## config.mk

```make
export PLATFORM = sky130hd
export DESIGN_NAME = traffic_light_controller_param
export DESIGN_NICKNAME = d
export VERILOG_FILES = /design/src/rtl/traffic_light_controller_param.sv
export SDC_FILE = /design/constraint.sdc
export NUM_CORES = 1
export LEC_CHECK = 0
export ABC_AREA = 1
export BUFFER_PORTS_ARGS = -buffer_cell sky130_fd_sc_hd__buf_2
export CAP_MARGIN = 30
export CORE_ASPECT_RATIO = 0.9
export CORE_MARGIN = 1.5
export CORE_UTILIZATION = 35
export CTS_BUF_LIST = sky130_fd_sc_hd__clkbuf_8
export DETAILED_ROUTE_END_ITERATION = 8
export SLEW_MARGIN = 0
export SYNTH_ARGS = -nofsm -noshare
export SYNTH_HDL_FRONTEND = slang
export SYNTH_SLANG_ARGS = --single-unit
```

## constraint.sdc

```tcl
create_clock -name clk -period 2.1 [get_ports clk]
set_input_delay 0.21 -clock clk [delete_from_list [all_inputs] [get_ports clk]]
set_output_delay 0.21 -clock clk [all_outputs]
set_load 0.01 [all_outputs]
```

## src/rtl/traffic_light_controller_param.sv

```systemverilog
// Highway/farm-road intersection controller with programmable phase timing,
// all-red clearance, latched pedestrian walk and emergency highway priority.
module traffic_light_controller_param #(
    parameter int unsigned HWY_MIN_GREEN  = 20,
    parameter int unsigned HWY_YELLOW     = 3,
    parameter int unsigned FARM_MAX_GREEN = 10,
    parameter int unsigned FARM_YELLOW    = 3,
    parameter int unsigned ALL_RED        = 1,
    parameter int unsigned CNT_W          = 8
) (
    input  logic       clk,
    input  logic       rst_n,
    input  logic       sensor,
    input  logic       ped_req,
    input  logic       emergency,
    output logic [2:0] light_highway,
    output logic [2:0] light_farm,
    output logic       ped_walk,
    output logic [2:0] state_o
);

    typedef enum logic [2:0] {
        HGRE  = 3'd0,
        HYEL  = 3'd1,
        ARED1 = 3'd2,
        FGRE  = 3'd3,
        FYEL  = 3'd4,
        ARED2 = 3'd5
    } state_e;

    localparam logic [2:0] LIGHT_GREEN  = 3'b001;
    localparam logic [2:0] LIGHT_YELLOW = 3'b010;
    localparam logic [2:0] LIGHT_RED    = 3'b100;

    localparam logic [CNT_W-1:0] CNT_MAX  = {CNT_W{1'b1}};
    localparam logic [CNT_W-1:0] HG_LAST  = CNT_W'(HWY_MIN_GREEN - 1);
    localparam logic [CNT_W-1:0] HY_LAST  = CNT_W'(HWY_YELLOW - 1);
    localparam logic [CNT_W-1:0] FG_LAST  = CNT_W'(FARM_MAX_GREEN - 1);
    localparam logic [CNT_W-1:0] FY_LAST  = CNT_W'(FARM_YELLOW - 1);
    localparam logic [CNT_W-1:0] AR_LAST  = CNT_W'(ALL_RED - 1);

    state_e           state_q, state_d;
    logic [CNT_W-1:0] cnt_q, cnt_d;
    logic             ped_pending_q, ped_pending_d;
    logic             ped_walk_q, ped_walk_d;
    logic [2:0]       hwy_q, hwy_d;
    logic [2:0]       farm_q, farm_d;
    logic             enter_fgre;

    // Next-state, counter, pedestrian latch and light decode of the next state
    always_comb begin
        state_d       = state_q;
        cnt_d         = cnt_q;
        ped_pending_d = ped_pending_q;
        ped_walk_d    = 1'b0;
        hwy_d         = LIGHT_RED;
        farm_d        = LIGHT_RED;
        enter_fgre    = 1'b0;

        case (state_q)
            HGRE: begin
                if ((cnt_q >= HG_LAST) && (sensor || ped_pending_q) && !emergency)
                    state_d = HYEL;
            end
            HYEL: begin
                if (cnt_q == HY_LAST) state_d = ARED1;
            end
            ARED1: begin
                if (cnt_q == AR_LAST) state_d = emergency ? HGRE : FGRE;
            end
            FGRE: begin
                // A walk visit is held for the full farm green so the crossing completes
                if (emergency || (cnt_q == FG_LAST) ||
                    (!sensor && !ped_pending_q && !ped_walk_q && (cnt_q != '0)))
                    state_d = FYEL;
            end
            FYEL: begin
                if (cnt_q == FY_LAST) state_d = ARED2;
            end
            ARED2: begin
                if (cnt_q == AR_LAST) state_d = HGRE;
            end
            default: state_d = HGRE;
        endcase

        if (state_d != state_q)       cnt_d = '0;
        else if (cnt_q != CNT_MAX)    cnt_d = cnt_q + CNT_W'(1);

        enter_fgre = (state_d == FGRE) && (state_q != FGRE);
        if (enter_fgre)               ped_walk_d = ped_pending_q;
        else if (state_d == FGRE)     ped_walk_d = ped_walk_q;

        // A request arriving on the clearing cycle survives
        if (ped_req)                  ped_pending_d = 1'b1;
        else if (enter_fgre)          ped_pending_d = 1'b0;

        case (state_d)
            HGRE:    hwy_d  = LIGHT_GREEN;
            HYEL:    hwy_d  = LIGHT_YELLOW;
            FGRE:    farm_d = LIGHT_GREEN;
            FYEL:    farm_d = LIGHT_YELLOW;
            default: ;
        endcase
    end

    always_ff @(posedge clk or negedge rst_n) begin
        if (!rst_n) begin
            state_q       <= HGRE;
            cnt_q         <= '0;
            ped_pending_q <= 1'b0;
            ped_walk_q    <= 1'b0;
            hwy_q         <= LIGHT_GREEN;
            farm_q        <= LIGHT_RED;
        end else begin
            state_q       <= state_d;
            cnt_q         <= cnt_d;
            ped_pending_q <= ped_pending_d;
            ped_walk_q    <= ped_walk_d;
            hwy_q         <= hwy_d;
            farm_q        <= farm_d;
        end
    end

    assign light_highway = hwy_q;
    assign light_farm    = farm_q;
    assign ped_walk      = ped_walk_q;
    assign state_o       = state_q;

endmodule

```

* Yosys cells after proc, flatten, opt, wreduce, memory -nomap -nowiden
Cells that the tools add are included.
** Storage, ports and cells
- Logic and storage cells :: 57
- Flip-flop bits (word level) :: 19
- Output and inout bits :: 10
** Cells by class
- Order comparisons :: 1
- Eq/ne operators :: 14
- $add $sub $neg :: 1
- Multiplexer cells :: 16
- Reduce and logical (&&, ||, !) cells :: 19
** Operators with widths (count)
- two-way mux 3 bit :: 6
- case mux 3 bit (6 select lines) :: 1
- two-way mux 8 bit :: 2
- case mux 3 bit (2 select lines) :: 2
- == test 3 x 2 -> 1 bit, second input constant :: 3
- == test 3 bit, second input constant :: 3
- adder 8 x 1 -> 8 bit, second input constant :: 1
- == test 8 x 2 -> 1 bit, second input constant :: 1
- == test 8 x 4 -> 1 bit, second input constant :: 1
- greater-or-equal comparator 8 x 5 -> 1 bit, second input constant :: 1
- logical NOT 8 bit :: 1
- inequality test 8 bit, second input constant :: 1
- nonzero test 8 bit :: 1
- == test 3 x 1 -> 1 bit, second input constant :: 2
- logical AND 1 bit :: 6
- logical NOT 3 bit :: 2
- logical NOT 1 bit :: 4
- two-way mux 1 bit :: 4
- nonzero test 2 bit :: 2
- logical OR 1 bit :: 3
- inequality test 3 x 2 -> 1 bit, second input constant :: 1
- inequality test 3 bit :: 1
- two-way mux 2 bit :: 1
- inequality test 2 bit, second input constant :: 1

* Longest topological paths before layout
Gate-level depths: netlist of run 1.
- Depth after elaboration :: 11
- Depth in mapped cells :: 11

* Worst setup path before layout of run 1
OpenSTA, ideal clock, no wires.
- Path type :: register -> register
- Start :: register cnt_q[0]
- End :: register cnt_q[6]
- Period minus slack after synthesis :: 1550 ps
- Cell stages (with the launch flop) :: 11
- Path slack :: 550 ps
- Data required time :: 1979 ps
- Data arrival time :: 1429 ps
- Setup time :: 121 ps
- Buffers on the path :: 0
- Cell sequence :: dfrtp_1 > inv_1 > ha_1 > nand2_2 > nor2_4 > nand3_1 > inv_1 > nor2_2 > nand4_1 > nand3_4 > nor2_1
** Between the ends
- Word-level cells in the longest chain between the ends :: 7
- Elaborated cells on any way between the ends :: 23
- Classes of those cells :: add/sub: 1; order compare: 1; eq/ne: 4; mux: 9; reduce/logical: 8
** RTL lines
- from (decl) :: line 43 : logic [CNT_W-1:0] cnt_q, cnt_d;
- from (signal assigned) :: line 116 : cnt_q <= cnt_d;
- greater-or-equal comparator 8 x 5 -> 1 bit, or another cell as far along :: line 62 : if ((cnt_q >= HG_LAST) && (sensor || ped_pending_q) && !emergency)
- logical AND 1 bit, or another cell as far along :: line 62
- logical AND 1 bit or logical OR 1 bit (tied branches) :: line 62, 73
- two-way mux 3 bit, on equally long branches :: line 62, 73
- case mux 3 bit (6 select lines) :: line 60 : case (state_q)
- inequality test 3 bit :: line 86 : if (state_d != state_q) cnt_d = '0;
- two-way mux 8 bit or nonzero test 2 bit (tied branches)
Parallel ways exist; a longest one is shown, timed or not. The select of a mux whose other input is x is not followed.
A chain may end at the register's enable or synchronous reset.

* Worst setup path after layout of run 1
- Start :: register cnt_q[0]
- End :: register cnt_q[1]
Same word-level chain as after synthesis.

==> results of run 1 <==
-- synth_stat cells --
cell      number  area (um^2)
nor2_2         3        18.77
ha_1           4        50.05
dfrtp_1       17        425.4
a31oi_4        1        21.27
o211ai_1       1        7.510
inv_1         24        90.09
xor2_1         4        35.03
o22ai_1        1        6.260
nand4_1        2        12.51
nand2_4        1        11.26
nor3_1         2        10.01
o21ai_1        1        5.000
nand3_2        1        10.01
nand3_4        2        35.03
o21bai_1       1        7.510
nor2_1        21        78.83
o21ai_2        1        8.760
a21oi_1        1        5.000
nand2_2        3        18.77
nor2_4         3        33.78
nor3_2         4        40.04
nand3_1        9        45.04
nand2_1       14        52.55
o21ai_0        5        25.02
a21oi_2        1        8.760
or2_2          1        6.260
dfstp_2        2        52.55
-- layout make-up --
type	instances	area (um^2)
inverters	24	90.09
repair buffers	15	80.08
clock buffers	3	41.29
flip-flops and latches	19	478.0
multi-input cells	87	553.0
well taps	42	52.55
fillers	305	1743
clock inverters	1	5.005
-- per-stage QoR --
| step | setup slack (ns) | hold WS [ns] | util, % |
|---|---|---|---|
| 6_report | 0.3703 | 0.1492 | 42.72 |
| 4_1_cts | 0.3450 | 0.1510 | 42.72 |
| 3_5_place_dp | 0.3676 | 0.1742 | 40.87 |
| 2_1_floorplan | 0.5502 | -0.08559 | - |
| 3_3_place_gp | 0.4377 | 0.1713 | 40.87 |
| 5_1_grt | 0.1814 | 0.1754 | 42.72 |
-- kinds of logic after synthesis --
kind of cell,count (synthesis),synth area share (%)
buf+inv,24,8.036
xor+xnor,4,3.125
fa+ha+maj,4,4.464
simple gates,66,33.26
flops,19,42.63
compound gates,13,8.482
-- flip-flops by register name, summed over array words and instances, names as in the netlist --
name           count
ped_pending_q      1
light_farm         3
light_highway      3
state_o            3
cnt_q              8
ped_walk           1
-- power breakdown --
group	switching, uW	internal, uW	total (uW)
sequential	115	484	599
combinational	463	282	745
clock	121	132	253
-- per-layer routing --
| metal | track usage, % | wire, um | part of all wire (%) |
|---|---|---|---|
| met5 | 0 | 0 | 0 |
| met4 | 5.079 | 35 | 1.7 |
| met3 | 2.204 | 56 | 2.7 |
| met2 | 21.51 | 989 | 48 |
| met1 | 16.37 | 983 | 48 |
-- worst paths after layout --
path                                      startpoint  slack [ns]  depth (start not counted)                         end
max                             cnt_q[0]$_DFFE_PN0P_        0.37                         10        cnt_q[1]$_DFFE_PN0P_
min in group asynchronous                      rst_n        0.42                          2        ped_walk$_DFFE_PN0P_
min reg2reg                ped_pending_q$_DFFE_PN0P_        0.54                          2   ped_pending_q$_DFFE_PN0P_
min                                          ped_req        0.15                          2   ped_pending_q$_DFFE_PN0P_
max in group asynchronous                      rst_n        1.35                          2  light_highway[0]$_DFF_PN1_
max reg2reg                     cnt_q[0]$_DFFE_PN0P_        0.37                         10        cnt_q[1]$_DFFE_PN0P_
-- worst register-to-register path, stage by stage (launching register included) --
cell and delay, ns:
dfrtp_1 0.43, inv_1 0.09, ha_1 0.21, nand2_2 0.11, nor2_4 0.06, nand3_1 0.08
inv_1 0.07, nor2_2 0.17, nand4_1 0.18, nand3_4 0.18, nor2_1 0.06
-- cell usage in the layout, fill, tap and decap left out, types with 2 or more instances in the layout --
cell	n
clkbuf_8	3
inv_1	24
nor2_4	3
nand4_1	2
nand2_2	3
nor2_1	21
nand3_4	2
o21ai_0	5
xor2_1	4
dfrtp_1	17
nor2_2	3
buf_2	14
dfstp_2	2
nand3_1	9
nor3_1	2
ha_1	4
nor3_2	4
nand2_1	14
==> impl_metrics.csv, run 1 <==
group,metric,value,unit
critical_path,cp-start-kind,"flop",
sta,finalSetupTns,0,ns
synth,yosys_register_bits,19,
critical_path,end_kind,"flop",
grt,grt_pass1_vias,869,
power_and_ir_drop,ir_worst_vdd,0.0003563,V
power_and_ir_drop,power,1597,uW
placed_design,place_area,1244,um^2
cts,cts_setup_buffers,0,
grt,grt_max_degree,20,
routing,via_per_inst,4.644,
floorplan,io-pin-count,15,
cts,cts_sinks,19,
critical_path,critPathBufInv,2,
grt,track_usage,12.79,%
synth,ys_seq_area_share,42.63,%
floorplan,core_region_area,3043,um^2
run,cap_violations,0,
power_and_ir_drop,leakagePower,0.0006686,uW
routing,num_vias,887,
critical_path,path_cells,"inv_1, ha_1, nand2_2, nor2_4, nand3_1, inv_1, nor2_2, nand4_1, nand3_4, nor2_1",
routing,postRouteAntennaNets,0,
sta,worstMarginPinSlew,0.4227,ns
cts,cts_tree,"yes",
sta,fmax,578.1,MHz
placed_design,port_buffers,14,
critical_path,critPathMaxStageDelay,0.43,ns
routing,firstDrtPassIters,4,
cts,cts_buffer_depth,2,
synth,synthesis.area,1121,um^2
sta,slew_headroom,71.82,%
placed_design,dp_hpwl,1.638,mm
sta,rsz0062_at_grt,"no",
floorplan,rows,19,
critical_path,critPathKind,"flop to flop",
routing,wire_per_inst,10.81,um
cts,cts-buffers-inserted,3,
synth,syn_avg_cell_area,8.624,um^2
grt,overflow,0,
final_layout,final_cell_count_no_fill,191,
cts,cts-resized-gates,0,
floorplan,die_width,62.66,um
synth,syn_nets,139,
grt,antenna_found_initial,0,
sta,drv_slew,0,
cts,cts.clk_slew.worst_paths,0.08,ns
critical_path,crit_family,"simple AND/OR/NAND/NOR gates",
routing,drtIter0Drc,34,
sta,setup_viol,0,
final_layout,fin_nets,159,
cts,cts_max_level,1,
sta,period_share,82.37,%
final_layout,syn2layout_area_growth,15.96,%
critical_path,cp_max_fo,8,
floorplan,die_area,3552,um^2
final_layout,drive_gt1_share,27.52,%
floorplan,start_util,36.84,%
placed_design,placed_cells,186,
floorplan,die_h,56.69,um
critical_path,slowest_stage,"dfrtp_1",
routing,drc,0,
cts,cts-root-buf,"clkbuf_8",
power_and_ir_drop,powerDensity,1229,nW/um^2
cts,clk_latency,0.25,ns
critical_path,crit_required,2.24,ns
sta,skew,0.007038,ns
critical_path,cp_common_cell,"inv_1",
synth,synth_cell_type_count,27,
synth,synth-warning-count,0,
synth,synth_cells,130,
final_layout,design_area,1300,um^2
outcome,status,"finished clean",
cts,holdBufCountCts,1,
hold_path,hold_path_class,"input port to flop",
sta,hold_viol,0,
sta,period_needed,1.730,ns
routing,wl,2.065,mm
grt,grt_pass1_wl,3.663,mm
placed_design,gp_congestion,0.9303,
critical_path,cp.arrival,1.87,ns
final_layout,diodes,0,
(Power assumes the default switching activity.)
==> inputs of run 2 (changes only) <==
==> constraint.sdc (replaced) <==
create_clock -name clk -period 1.5 [get_ports clk]
set_input_delay 0.15 -clock clk [delete_from_list [all_inputs] [get_ports clk]]
set_output_delay 0.15 -clock clk [all_outputs]
set_load 0.01 [all_outputs]
==> run 2 against run 1 <==
Net effect: the run now ends with negative setup slack left; sequential power rose by 41%; clock power rose by 44%; clock skew fell by 0.0042 ns; via count rose by 9.6%; core utilization rose by 9.9 points; critical path depth did not move; final area rose by 23%; critical path type unchanged; largest power group unchanged.
==> impl_metrics.csv, run 2 (synthesis results as in run 1) <==
group,metric,value,unit
final_layout,final_cell_mix,"buf_4 (25), inv_1 (19), nor2_1 (17), dfrtp_1 (14), buf_2 (14)",
sta,period_needed,1.686,ns
routing,drtIter0Drc,10,
routing,wl_met3,31,um
floorplan,core_region_area,3043,um^2
final_layout,largest_reg_flops,8,
cts,cts_max_level,1,
power_and_ir_drop,power,2764,uW
cts,clk_latency,0.26,ns
routing,num_vias,972,
sta,slew_headroom,70.63,%
power_and_ir_drop,ir_worst_vdd,0.0008649,V
critical_path,crit_required,1.69,ns
hold_path,hold_path_class,"input port to flop",
floorplan,die_h,56.69,um
critical_path,worstReg2RegStart,"cnt_q[1]$_DFFE_PN0P_",
cts,cts_sinks,19,
final_layout,diodes,0,
cts,cts_buffer_depth,2,
routing,wl,2.521,mm
outcome,status,"complete, but fails checks",
critical_path,startpoint,"cnt_q[1]$_DFFE_PN0P_",
cts,cts-buffers-inserted,3,
grt,overflow,0,
power_and_ir_drop,leakagePower,0.0008180,uW
hold_path,hold_path.startpoint,"ped_req",
floorplan,die_width,62.66,um
run,cap_violations,0,
power_and_ir_drop,powerDensity,1726,nW/um^2
outcome,violations,"negative setup slack",
final_layout,drive_gt1_share,50.57,%
critical_path,critPathKind,"flop to flop",
critical_path,end_kind,"flop",
routing,routed.top_layer,"met4",
cts,cts_tree,"yes",
cts,cts.clk_slew.worst_paths,0.07,ns
grt,grt_pass1_vias,1001,
routing,via_per_inst,4.459,
routing,postRouteAntennaNets,0,
final_layout,post-route-util,52.63,%
placed_design,port_buffers,14,
routing,wl_met1,1.241,mm
sta,hold_viol,0,
critical_path,cp.arrival,1.88,ns
placed_design,pre_cts_slack,-0.1551,ns
sta,finalSetupTns,-2.153,ns
routing,firstDrtPassIters,4,
floorplan,start_util,36.84,%
routing,route.met2.wl,1.222,mm
sta,worstMarginPinSlew,0.4406,ns
cts,cts-root-buf,"clkbuf_8",
final_layout,fin_nets,186,
sta,rsz0062_at_grt,"yes",
critical_path,cp_max_fo,8,
sta,period_share,112.4,%
final_layout,top_register,"cnt_q",
sta,setup_viol,14,
critical_path,cp-start-kind,"flop",
grt,track_usage,15.47,%
floorplan,die_area,3552,um^2
hold_path,holdPathStages,2,
sta,skew,0.002843,ns
grt,grt_pass1_wl,4.319,mm
routing,drc,0,
floorplan,io-pin-count,15,
placed_design,placed_cells,207,
floorplan,rows,19,
sta,drv_slew,0,
routing,wire_per_inst,11.56,um
grt,grt_max_degree,20,
sta,fin_ws,-0.1863,ns
final_layout,syn2layout_area_growth,42.86,%
critical_path,reg2regPathDepth,10,
grt,antenna_found_initial,0,
final_layout,final_cell_count_no_fill,218,
placed_design,gp_congestion,0.8185,
placed_design,dp_hpwl,1.833,mm
final_layout,final_common_cell,"buf_4",
sta,fmax,593.0,MHz
run 2: changes by cell type in the layout (fill, tap and decap cells not counted), sizes merged:
cell  previous run  this run
buf             14        41
run 2: area by class of cell:
cell class              count  area (um^2)
clock buffers               3        41.29
flip-flops and latches     19        481.7
inverters                  24        90.09
multi-input cells          87        640.6
repair buffers             42        290.3
clock inverters             1        5.005
well taps                  42        52.55
fillers                   307         1441
run 2: final timing paths:
path / to / slack [ns]
max in group asynchronous: light_farm[2]$_DFF_PN1_ / 0.80
worst max-delay path: cnt_q[0]$_DFFE_PN0P_ / -0.19
min in group asynchronous: cnt_q[4]$_DFFE_PN0P_ / 0.36
worst min register to register: ped_pending_q$_DFFE_PN0P_ / 0.56
worst max register to register: cnt_q[0]$_DFFE_PN0P_ / -0.19
worst min-delay path: ped_pending_q$_DFFE_PN0P_ / 0.09
run 2: what timing repair did:
action	CTS	global route
endpoints found under the setup margin	14	17
gates cloned	0	0
hold buffers	1	0
pin swaps	10	14
setup buffers	2	5
endpoints found under the hold margin	17	0
resized for setup	10	19
run 2: critical path, cell delays in order, from the launching register on:
cell	delay (ns)
dfrtp_2	0.45
inv_2	0.10
ha_1	0.16
nand3_1	0.08
nor2_1	0.15
nor2_2	0.07
nand3_4	0.13
nand3_4	0.13
nand2_4	0.10
nand3_4	0.12
nor2_1	0.12
run 2: power by group:
part           total (uW)  switching, uW  internal (uW)
logic                1550            839            714
clock network         364            179            185
registers             846            160            686
total                2760           1180           1590
run 2: stage by stage:
step           hold slack, ns  area (um^2)
2_1_floorplan         -0.1456         1134
3_5_place_dp           0.1261         1414
6_report              0.08663         1602
3_3_place_gp           0.1116         1414
4_1_cts               0.08254         1515
5_1_grt               0.08916         1602
run 2: layer usage:
metal	track usage [%]	up-vias
li1	-	501
met1	20.71	459
met2	25.35	9
met3	1.804	3
met4	6.667	0
met5	0	-
==> inputs of run 3 (changes only) <==
--- a/config.mk
+++ b/config.mk
@@ -8,7 +8,7 @@
 export ABC_AREA = 1
 export BUFFER_PORTS_ARGS = -buffer_cell sky130_fd_sc_hd__buf_2
 export CAP_MARGIN = 30
-export CORE_ASPECT_RATIO = 0.9
+export CORE_ASPECT_RATIO = 0.75
 export CORE_MARGIN = 1.5
 export CORE_UTILIZATION = 35
 export CTS_BUF_LIST = sky130_fd_sc_hd__clkbuf_8
==> run 3 against run 2 <==
Net effect: clock-buffer cell count did not move; die area about the same; global-route usage rose by 0.50 points; highest routed layer unchanged; clock skew up 0.00052 ns; largest cell class unchanged; register-to-register slack barely moved; the flow still finishes with violations (negative setup slack).
==> impl_metrics.csv, run 3 (synthesis results as in run 1) <==
group,metric,value,unit
placed_design,place_area,1409,um^2
routing,drc,0,
critical_path,critPathKind,"flop to flop",
sta,period_needed,1.673,ns
final_layout,fin_nets,190,
final_layout,final_common_cell,"buf_4",
final_layout,num-fill-cells,261,
grt,grt_pass1_vias,929,
hold_path,hold_path_class,"input port to flop",
grt,track_usage,15.97,%
sta,fmax,597.8,MHz
final_layout,post-route-util,57.78,%
cts,cts_tree,"yes",
placed_design,pre_cts_slack,-0.1500,ns
final_layout,drive_gt1_share,58.89,%
floorplan,io-pin-count,15,
floorplan,start_util,37.38,%
routing,num_vias,1038,
critical_path,end_kind,"flop",
hold_path,hold_end,"ped_pending_q$_DFFE_PN0P_",
grt,grt_max_degree,20,
cts,cts_sinks,19,
cts,clk_latency,0.25,ns
grt,antenna_found_initial,0,
critical_path,cp_max_fo,8,
run,cap_violations,0,
routing,wl,2.565,mm
routing,firstDrtPassIters,4,
floorplan,die_h,52.02,um
floorplan,rows,17,
placed_design,port_buffers,14,
power_and_ir_drop,ir_worst_vdd,0.0009950,V
floorplan,die_width,68.35,um
final_layout,seq_area,481.7,um^2
routing,wire_per_inst,11.77,um
final_layout,top_register,"cnt_q",
sta,rsz0062_at_grt,"yes",
power_and_ir_drop,leakagePower,0.0008544,uW
critical_path,crit_required,1.68,ns
sta,worstMarginPinSlew,0.4428,ns
sta,drv_slew,0,
routing,postRouteAntennaNets,0,
critical_path,reg2regPathDepth,10,
routing,routed.top_layer,"met4",
final_layout,final_cell_mix,"buf_4 (28), inv_1 (19), dfrtp_1 (14), buf_2 (14)",
final_layout,diodes,0,
hold_path,hold_path.startpoint,"ped_req",
sta,setup_viol,16,
sta,finalSetupTns,-2.027,ns
cts,cts.clk_slew.worst_paths,0.07,ns
floorplan,die_area,3555,um^2
cts,cts-root-buf,"clkbuf_8",
final_layout,design_area,1733,um^2
critical_path,worstReg2RegStart,"cnt_q[1]$_DFFE_PN0P_",
cts,cts-buffers-inserted,3,
cts,cts_buffer_depth,2,
outcome,violations,"negative setup slack",
critical_path,cp-start-kind,"flop",
routing,drtIter0Drc,17,
sta,period_share,111.5,%
critical_path,cp.arrival,1.86,ns
routing,wl_met1,1.247,mm
cts,cts_max_level,1,
floorplan,core_region_area,2999,um^2
final_layout,syn2layout_area_growth,54.58,%
sta,slew_headroom,70.48,%
sta,hold_viol,0,
sta,skew,0.003366,ns
routing,via_per_inst,4.761,
power_and_ir_drop,powerDensity,1759,nW/um^2
outcome,status,"complete, but fails checks",
critical_path,reg2reg_to,"cnt_q[0]$_DFFE_PN0P_",
placed_design,dp_hpwl,1.865,mm
sta,fin_ws,-0.1729,ns
placed_design,gp_congestion,0.8945,
grt,overflow,0,
final_layout,multi_input_area,738.2,um^2
critical_path,r2r_slack,-0.17,ns
routing,route.met2.wl,1.186,mm
critical_path,startpoint,"cnt_q[1]$_DFFE_PN0P_",
grt,grt_pass1_wl,4.133,mm
final_layout,largest_reg_flops,8,
routing,wl_met3,87,um
hold_path,holdPathStages,2,
-- run 3: cell types whose count changed in the layout (fill, tap and decap cells not counted), sizes merged --
cell,change
buf,+4
-- run 3: worst max path at each step --
stage	slack, ns	to
after global routing	-0.29	cnt_q[1]$_DFFE_PN0P_
after global placement	-0.12	light_highway[2]$_DFF_PN0_
after floorplan	0.001	cnt_q[5]$_DFFE_PN0P_
after detailed placement	-0.15	light_highway[2]$_DFF_PN0_
after CTS	-0.13	cnt_q[0]$_DFFE_PN0P_
final	-0.17	cnt_q[0]$_DFFE_PN0P_
-- run 3: worst max-delay path: stages, from the launching register on --
cell	delay, ns
dfrtp_2	0.46
inv_4	0.09
ha_4	0.14
nand2_4	0.05
nor2_4	0.16
nor2_4	0.05
a21oi_4	0.14
nand3_4	0.13
nand2_4	0.10
nand3_4	0.15
nor2_4	0.12
-- run 3: cell type report --
| type | count | share of cell area [%] |
|---|---|---|
| clock buffers | 3 | 2.383 |
| clock inverters | 1 | 0.2888 |
| inverters | 24 | 5.487 |
| multi-input cells | 87 | 42.60 |
| flip-flops and latches | 19 | 27.80 |
| well taps | 38 | 2.744 |
| repair buffers | 46 | 18.70 |
-- run 3: power by group --
group	switching, uW	internal [uW]
registers	188	685
clock network	173	184
logic	972	846
-- run 3: through the flow --
step                      hold WS, ns  power [uW]  instances
after global placement         0.1073        2075        203
final                         0.08831        3048        218
after floorplan               -0.1456        1639        130
after global routing          0.08492        3284        218
after CTS                     0.08539        2700        213
after detailed placement       0.1205        2103        203
-- run 3: routing by layer --
| layer | track usage (%) | vias to the layer above |
|---|---|---|
| met5 | 0 | - |
| met4 | 2.000 | 0 |
| met3 | 5.195 | 5 |
| met2 | 26.38 | 18 |
| met1 | 20.86 | 502 |
| li1 | - | 513 |
-- run 3: repair_timing --
item | 4_1_cts | 5_1_grt
hold buffers | 1 | 0
resized for setup | 19 | 35
setup endpoints to repair | 13 | 17
pin swaps | 8 | 16
buffers inserted | 5 | 5
endpoints found under the hold margin | 17 | 0
